File: src/rtl/ldpc_pkg.sv
// ldpc_pkg: shared LDPC front-end constants, LLR type, FSM states
// and the round/shift/clip step used by every LLR producer.
package ldpc_pkg;

  localparam int LDPC_CODEWORD_LENGTH = 2304;
  localparam int LLR_W = 8;

  typedef logic signed [LLR_W-1:0] llr_t;

  typedef enum logic {
    SYNC,
    FRAME
  } framer_state_t;

  function automatic logic signed [31:0] llr_round_shift(
    input logic signed [31:0] value,
    input int shift
  );
    logic signed [31:0] r;
    r = value;
    if (shift > 0) r = r + (32'sd1 <<< (shift - 1));
    return r >>> shift;
  endfunction

  // Symmetric clip: the most negative code is never produced.
  function automatic logic signed [31:0] llr_saturate(
    input logic signed [31:0] value,
    input int shift,
    input int out_w = LLR_W
  );
    logic signed [31:0] r;
    logic signed [31:0] lim;
    r = llr_round_shift(value, shift);
    lim = (32'sd1 <<< (out_w - 1)) - 32'sd1;
    if (r > lim) r = lim;
    else if (r < -lim) r = -lim;
    return r;
  endfunction

endpackage

File: src/rtl/ldpc_skid_buffer.sv
// ldpc_skid_buffer: 2-entry valid/ready register slice with a
// registered ready, giving full throughput and no combinational paths.
module ldpc_skid_buffer #(
  parameter int W = 9
) (
  input  logic         i_clock,
  input  logic         i_reset_n,
  input  logic [W-1:0] i_data,
  input  logic         i_valid,
  output logic         o_ready,
  output logic [W-1:0] o_data,
  output logic         o_valid,
  input  logic         i_ready
);

  logic         out_vld_q, out_vld_d;
  logic [W-1:0] out_dat_q, out_dat_d;
  logic         skid_vld_q, skid_vld_d;
  logic [W-1:0] skid_dat_q, skid_dat_d;
  logic         rdy_q, rdy_d;
  logic         in_fire;
  logic         out_free;

  always_comb begin
    in_fire    = i_valid & rdy_q;
    out_free   = !out_vld_q | i_ready;
    out_vld_d  = out_vld_q;
    out_dat_d  = out_dat_q;
    skid_vld_d = skid_vld_q;
    skid_dat_d = skid_dat_q;
    if (out_free) begin
      if (skid_vld_q) begin
        out_vld_d  = 1'b1;
        out_dat_d  = skid_dat_q;
        skid_vld_d = 1'b0;
      end else begin
        out_vld_d = in_fire;
        if (in_fire) out_dat_d = i_data;
      end
    end else if (in_fire) begin
      // Output stalled: park the new beat in the skid entry.
      skid_vld_d = 1'b1;
      skid_dat_d = i_data;
    end
    rdy_d = !skid_vld_d;
  end

  always_ff @(posedge i_clock or negedge i_reset_n) begin
    if (!i_reset_n) begin
      out_vld_q  <= 1'b0;
      out_dat_q  <= '0;
      skid_vld_q <= 1'b0;
      skid_dat_q <= '0;
      rdy_q      <= 1'b0;
    end else begin
      out_vld_q  <= out_vld_d;
      out_dat_q  <= out_dat_d;
      skid_vld_q <= skid_vld_d;
      skid_dat_q <= skid_dat_d;
      rdy_q      <= rdy_d;
    end
  end

  assign o_ready = rdy_q;
  assign o_valid = out_vld_q;
  assign o_data  = out_dat_q;

endmodule

File: src/rtl/ldpc_llr_framer.sv
// ldpc_llr_framer: soft sample -> saturated LLR, framed into codewords.
// Optional per-codeword clip counter: LDPC_LLR_FRAMER_SAT_STATS_EN.
module ldpc_llr_framer
  import ldpc_pkg::*;
#(
  parameter int IN_WIDTH        = 16,
  parameter int OUT_WIDTH       = LLR_W,
  parameter int CODEWORD_LENGTH = LDPC_CODEWORD_LENGTH,
  parameter int SHIFT           = 4
) (
  input  logic                 i_clock,
  input  logic                 i_reset_n,
  input  logic [IN_WIDTH-1:0]  i_in_data,
  input  logic                 i_in_sof,
  input  logic                 i_in_valid,
  output logic                 o_in_ready,
  output logic [OUT_WIDTH-1:0] o_out_data,
  output logic                 o_out_last,
  output logic                 o_out_valid,
  input  logic                 i_out_ready,
`ifdef LDPC_LLR_FRAMER_SAT_STATS_EN
  output logic [15:0]          o_sat_count,
`endif
  output logic [15:0]          o_frame_count,
  output logic                 o_sof_error
);

  localparam int IDX_W =
    (CODEWORD_LENGTH > 1) ? $clog2(CODEWORD_LENGTH) : 1;
  localparam logic [IDX_W-1:0] IDX_LAST = IDX_W'(CODEWORD_LENGTH - 1);

  framer_state_t    state_q, state_d;
  logic [IDX_W-1:0] idx_q, idx_d;
  logic [IDX_W-1:0] beat_idx;
  logic             err_q, err_d;
  logic [15:0]      fc_q, fc_d;
  logic             accept;
  logic             push;
  logic             beat_last;
  logic             out_fire;
  logic             sb_ready;
  logic             sb_valid;
  logic [OUT_WIDTH:0] sb_in;
  logic [OUT_WIDTH:0] sb_out;
  logic signed [31:0] ext;
  logic signed [31:0] shifted;
  logic signed [31:0] sat_val;
  logic               clipped;

  always_comb begin
    ext     = 32'(signed'(i_in_data));
    shifted = llr_round_shift(ext, SHIFT);
    sat_val = llr_saturate(ext, SHIFT, OUT_WIDTH);
    clipped = (shifted != sat_val);
  end

  always_comb begin
    state_d  = state_q;
    idx_d    = idx_q;
    err_d    = 1'b0;
    push     = 1'b0;
    beat_idx = idx_q;
    accept   = i_in_valid & sb_ready;
    unique case (state_q)
      SYNC: begin
        if (accept && i_in_sof) begin
          push     = 1'b1;
          beat_idx = '0;
          state_d  = FRAME;
        end
      end
      FRAME: begin
        if (accept) begin
          push = 1'b1;
          // Early sof abandons the codeword; late sof is tolerated.
          if (i_in_sof && idx_q != '0) begin
            err_d    = 1'b1;
            beat_idx = '0;
          end else if (!i_in_sof && idx_q == '0) begin
            err_d = 1'b1;
          end
        end
      end
      default: state_d = SYNC;
    endcase
    beat_last = (beat_idx == IDX_LAST);
    if (push) begin
      idx_d = beat_last ? '0 : beat_idx + IDX_W'(1);
    end
    sb_in = {beat_last, sat_val[OUT_WIDTH-1:0]};
  end

  always_comb begin
    out_fire = sb_valid & i_out_ready;
    fc_d     = fc_q;
    if (out_fire && sb_out[OUT_WIDTH]) fc_d = fc_q + 16'd1;
  end

  always_ff @(posedge i_clock or negedge i_reset_n) begin
    if (!i_reset_n) begin
      state_q <= SYNC;
      idx_q   <= '0;
      err_q   <= 1'b0;
      fc_q    <= '0;
    end else begin
      state_q <= state_d;
      idx_q   <= idx_d;
      err_q   <= err_d;
      fc_q    <= fc_d;
    end
  end

  ldpc_skid_buffer #(
    .W(OUT_WIDTH + 1)
  ) u_skid (
    .i_clock  (i_clock),
    .i_reset_n(i_reset_n),
    .i_data   (sb_in),
    .i_valid  (push),
    .o_ready  (sb_ready),
    .o_data   (sb_out),
    .o_valid  (sb_valid),
    .i_ready  (i_out_ready)
  );

`ifdef LDPC_LLR_FRAMER_SAT_STATS_EN
  logic [15:0] sat_q, sat_d;

  always_comb begin
    sat_d = sat_q;
    if (push) begin
      if (beat_idx == '0) sat_d = {15'd0, clipped};
      else if (clipped && sat_q != 16'hFFFF) sat_d = sat_q + 16'd1;
    end
  end

  always_ff @(posedge i_clock or negedge i_reset_n) begin
    if (!i_reset_n) sat_q <= '0;
    else            sat_q <= sat_d;
  end

  assign o_sat_count = sat_q;
`endif

  assign o_in_ready    = sb_ready;
  assign o_out_valid   = sb_valid;
  assign o_out_data    = sb_out[OUT_WIDTH-1:0];
  assign o_out_last    = sb_out[OUT_WIDTH];
  assign o_frame_count = fc_q;
  assign o_sof_error   = err_q;

endmodule

File: config.mk
export PLATFORM = sky130hd
export DESIGN_NAME = ldpc_llr_framer
export DESIGN_NICKNAME = d
export VERILOG_FILES = /design/src/rtl/ldpc_pkg.sv /design/src/rtl/ldpc_skid_buffer.sv /design/src/rtl/ldpc_llr_framer.sv
export SDC_FILE = /design/constraint.sdc
export NUM_CORES = 1
export LEC_CHECK = 0
export ABC_AREA = 0
export BUFFER_PORTS_ARGS = -buffer_cell sky130_fd_sc_hd__buf_2
export CELL_PAD_IN_SITES_DETAIL_PLACEMENT = 0
export CELL_PAD_IN_SITES_GLOBAL_PLACEMENT = 2
export CORE_UTILIZATION = 39
export CTS_CLUSTER_SIZE = 10
export DETAILED_ROUTE_END_ITERATION = 8
export PLACE_DENSITY_LB_ADDON = 0.12
export SYNTH_ARGS = -nofsm -noshare
export SYNTH_HDL_FRONTEND = slang
export SYNTH_HIERARCHICAL = 1
export SYNTH_SLANG_ARGS = --single-unit
File: constraint.sdc
create_clock -name i_clock -period 8.4 [get_ports i_clock]
set_input_delay 1.26 -clock i_clock [delete_from_list [all_inputs] [get_ports i_clock]]
set_output_delay 1.26 -clock i_clock [all_outputs]
set_load 0.03 [all_outputs]
==> reports/qor.csv <==
stage;metric;value;unit
place;Post-DP HPWL;4150;um
clock_network;clock buffer depth;2;
floorplanning;floorplan die height;88.1;um
setup_path;Crit Path Category;in2reg;
synth;Mapped Cells;272;
drt;initial drt markers;118;
place;Placement Cell Area;3220;sq um
clock_network;clk_lat worst skew;0.31;ns
synth;simple logic cell fraction of the synthesized area;0.214;
floorplanning;Core Region;7210;sq um
clock_network;hold-fix buffers at CTS;0;
layout;n_diodes;0;
clock_network;CTS Sinks;51;
global_routing;initial antenna violation count;0;
setup_path;Worst path max stage delay;0.39;ns
setup_path;family with the most delay on the worst path;compound AO/OA/AOI/OAI gates;
setup_path;crit-path cells;buf_2 -> ha_1 -> mux2i_1 -> or2_1 -> and2_1 -> ha_1 -> and3_1 -> o2111a_1 -> a311o_1 -> nor2b_1 -> o21ai_1 -> o31ai_1;
floorplanning;# IOs;49;
setup_path;crit start category;primary input;
timing;# setup viols final;0;
synth;Synth cell types;57;
timing;max_slew headroom;0.575;
timing;FMAX;291;MHz
clock_network;Num CTS Buffers;5;
timing;Worst Max-Slew Pin Slew;0.637;ns
layout;design area;3320;sq um
job;MaxCap Viol Count;0;
timing;period utilisation layout;0.410;
floorplanning;Initial Util;0.401;
worst_hold_path;HP Class;reg2reg;
clock_network;clk root buf;clkbuf_8;
setup_path;Most common cell on crit path;ha_1;
synth;compound-gate portion of the synthesized area;0.107;
drt;DRT Pass-1 Iters;4;
synth;Top FF cell, synth;dfrtp_1;
setup_path;critical path data required time;8.60;ns
status;status;finished, final reports clean;
power;clock share of power;0.228;
synth;syn_area_per_cell;10.6;sq um
drt;WL final;5750;um
power;Reg power frac;0.476;
synth;Synth top cells by count;dfrtp_1, nand2_1, nand3_1, nor2_1, mux2_2;
power;P_leak;1.50;nW
worst_hold_path;hold depth;1;
floorplanning;Die ar.;7760;sq um
global_routing;total grt overflow;0;
synth;post-synthesis register bit count;51;
power;combinational power share;0.296;
place;dpl cells;413;
synth;XOR/XNOR Fraction of Synth Area;0.0788;
setup_path;CP Data Arrival Time;3.64;ns
layout;NumNets Final;346;
setup_path;critical path's slowest cell;a311o_1;
drt;Remaining DRCs;0;
synth;syn_nets;297;
drt;Antenna Nets Post-Route;0;
layout;synthesis-to-layout area growth;14.9;%
setup_path;WP depth;12;
timing;Final Max Slew Viols;0;
setup_path;CP bufs+invs;1;
synth;Seq/Total Area, Yosys;0.442;
clock_network;H-tree depth;2;
synth;Area contributors post-synth;dfrtp_1, mux2_2, xnor2_1, mux2_4, nand3_1;
synth;post-synthesis mux area share;0.124;
timing;Final Critical Period;3.44;ns
global_routing;first-pass GRT wire length;9750;um
synth;Netlist Area Pre-Place;2890;sq um
timing;Layout Skew;0.00741;ns
global_routing;vias in the first global route;2050;
setup_path;critical path peak fanout;7;
setup_path;worst reg2reg path depth;13;
synth;fraction of registers with async set/reset;1.00;
synth;area share of fa/ha/maj cells after synthesis;0.0173;
power;Sw Ratio;0.346;
place;Placer Congestion;0.772;
layout;Final Non-Filler Cells;421;
place;buffers added on ports;45;
drt;drt wl/cell;13.6;um
synth;area fraction of the dominant cell type after synthesis;0.442;
drt;via count;2179;
setup_path;CP Capture Type;flop;
synth;Ys Warns;6;
floorplanning;Die Wd;88.1;um
drt;vias per cell;5.18;
timing;RSZ-0062 raised after global routing;no;
timing;Hold Vio Cnt, Final;0;
power;Max VDD drop;0.000134;V
floorplanning;number of placement rows;31;
synth;most frequent cell after synthesis;dfrtp_1;
clock_network;CTS tree;done;
clock_network;Reg clk slew, reported paths;0.10;ns
synth;main combinational cell family by area after synthesis;simple AND/OR/NAND/NOR gates;
global_routing;gr usage total;0.159;
clock_network;total setup buffers inserted after CTS;0;
layout;fill count;734;
power;internal power;0.000440;W
power;total power;0.000673;W
timing;Final TNS setup;0;ns
synth;number of synthesized flops with an enable pin;0;
synth;Synth area leader;dfrtp_1;
global_routing;largest net degree at the start of global routing;52;
layout;share of layout cells above drive strength 1;0.304;
power;PwrDens;203;nW/um^2
clock_network;post-CTS resize count;0;
power;switching power;0.000233;W
==> layout by cell type, fill, tap and decap left out, types with 7 or more instances in the layout <==
| master | Yosys | layout |
|---|---|---|
| a21oi_1 | 7 | 7 |
| and3_1 | 9 | 9 |
| buf_2 | 0 | 45 |
| dfrtp_1 | 51 | 51 |
| xnor2_1 | 16 | 16 |
| nor2_1 | 20 | 20 |
| mux2_4 | 9 | 9 |
| o21ai_1 | 10 | 10 |
| nand3_1 | 20 | 20 |
| mux2_2 | 19 | 19 |
| xor2_1 | 10 | 10 |
| nand2_1 | 20 | 20 |
==> path summary, 6_finish.rpt <==
path                                   start                 to  slack (ns)
min in group asynchronous          i_reset_n          idx_q[11]        1.04
hold / removal             o_frame_count[15]  o_frame_count[15]        0.47
setup / recovery                    i_in_sof          idx_q[10]        4.96
max in group asynchronous          i_reset_n   o_frame_count[2]        6.93
setup reg to reg                   idx_q[10]          idx_q[10]        5.07
hold reg to reg            o_frame_count[15]  o_frame_count[15]        0.47
==> worst register-to-register path, cell delays in order, from the launching register on <==
cell and delay [ns]:
dfrtp_1 0.42, nor3_1 0.36, nand4_1 0.16, ha_1 0.20, mux2i_1 0.24, or2_1 0.24, and2_1 0.17, ha_1 0.18
and3_1 0.24, o2111a_1 0.31, a311o_1 0.39, nor2b_1 0.09, o21ai_1 0.13, o31ai_1 0.09
==> power by group through the flow <==
stage	Combinational, W	Sequential, W	Clock (W)
final	0.000200	0.000320	0.000153
after global routing	0.000219	0.000327	0.000168
after floorplan	0.000114	0.000357	0
after CTS	0.000203	0.000321	0.000161
after global placement	0.000201	0.000324	0
after detailed placement	0.000201	0.000325	0
==> per-layer routing <==
layer,routed length (um),track usage
met5,0,0
met1,2750,0.215
met3,200,0.0283
met2,2730,0.266
met4,62,0.0396
==> through the flow <==
| stage | hold slack, ns | utilization | setup slack [ns] |
|---|---|---|---|
| global route | 0.508 | 0.460 | 4.67 |
| finish | 0.470 | 0.460 | 4.96 |
| floorplan | 0.471 | - | 5.09 |
| global placement | 0.461 | 0.447 | 4.66 |
| CTS | 0.481 | 0.460 | 4.96 |
| detailed placement | 0.462 | 0.447 | 4.62 |
==> sequential cells by signal, summed over array words and instances (netlist names), 9 cells and up <==
signal,cells
o_frame_count,16
u_skid/o_data,9
idx_q,12
u_skid/skid_dat_q,9
==> cells by family (layout without fill, tap and decap cells) <==
kind of cell / count (synthesis) / count (layout)
simple gates: 107 / 107
xor+xnor: 26 / 26
mux: 29 / 29
fa+ha+maj: 4 / 4
compound gates: 44 / 44
buf+inv: 11 / 61
flops: 51 / 51
==> layout make-up <==
type / instances / area, sq um / share of cell area
multi-input cells: 210 / 1560 / 0.471
flip-flops and latches: 51 / 1280 / 0.384
repair buffers: 46 / 233 / 0.0701
clock inverters: 3 / 28.8 / 0.00867
well taps: 99 / 124 / 0.0373
clock buffers: 5 / 68.8 / 0.0207
inverters: 7 / 26.3 / 0.00791
Note: power is estimated with default switching activity, not from simulation.
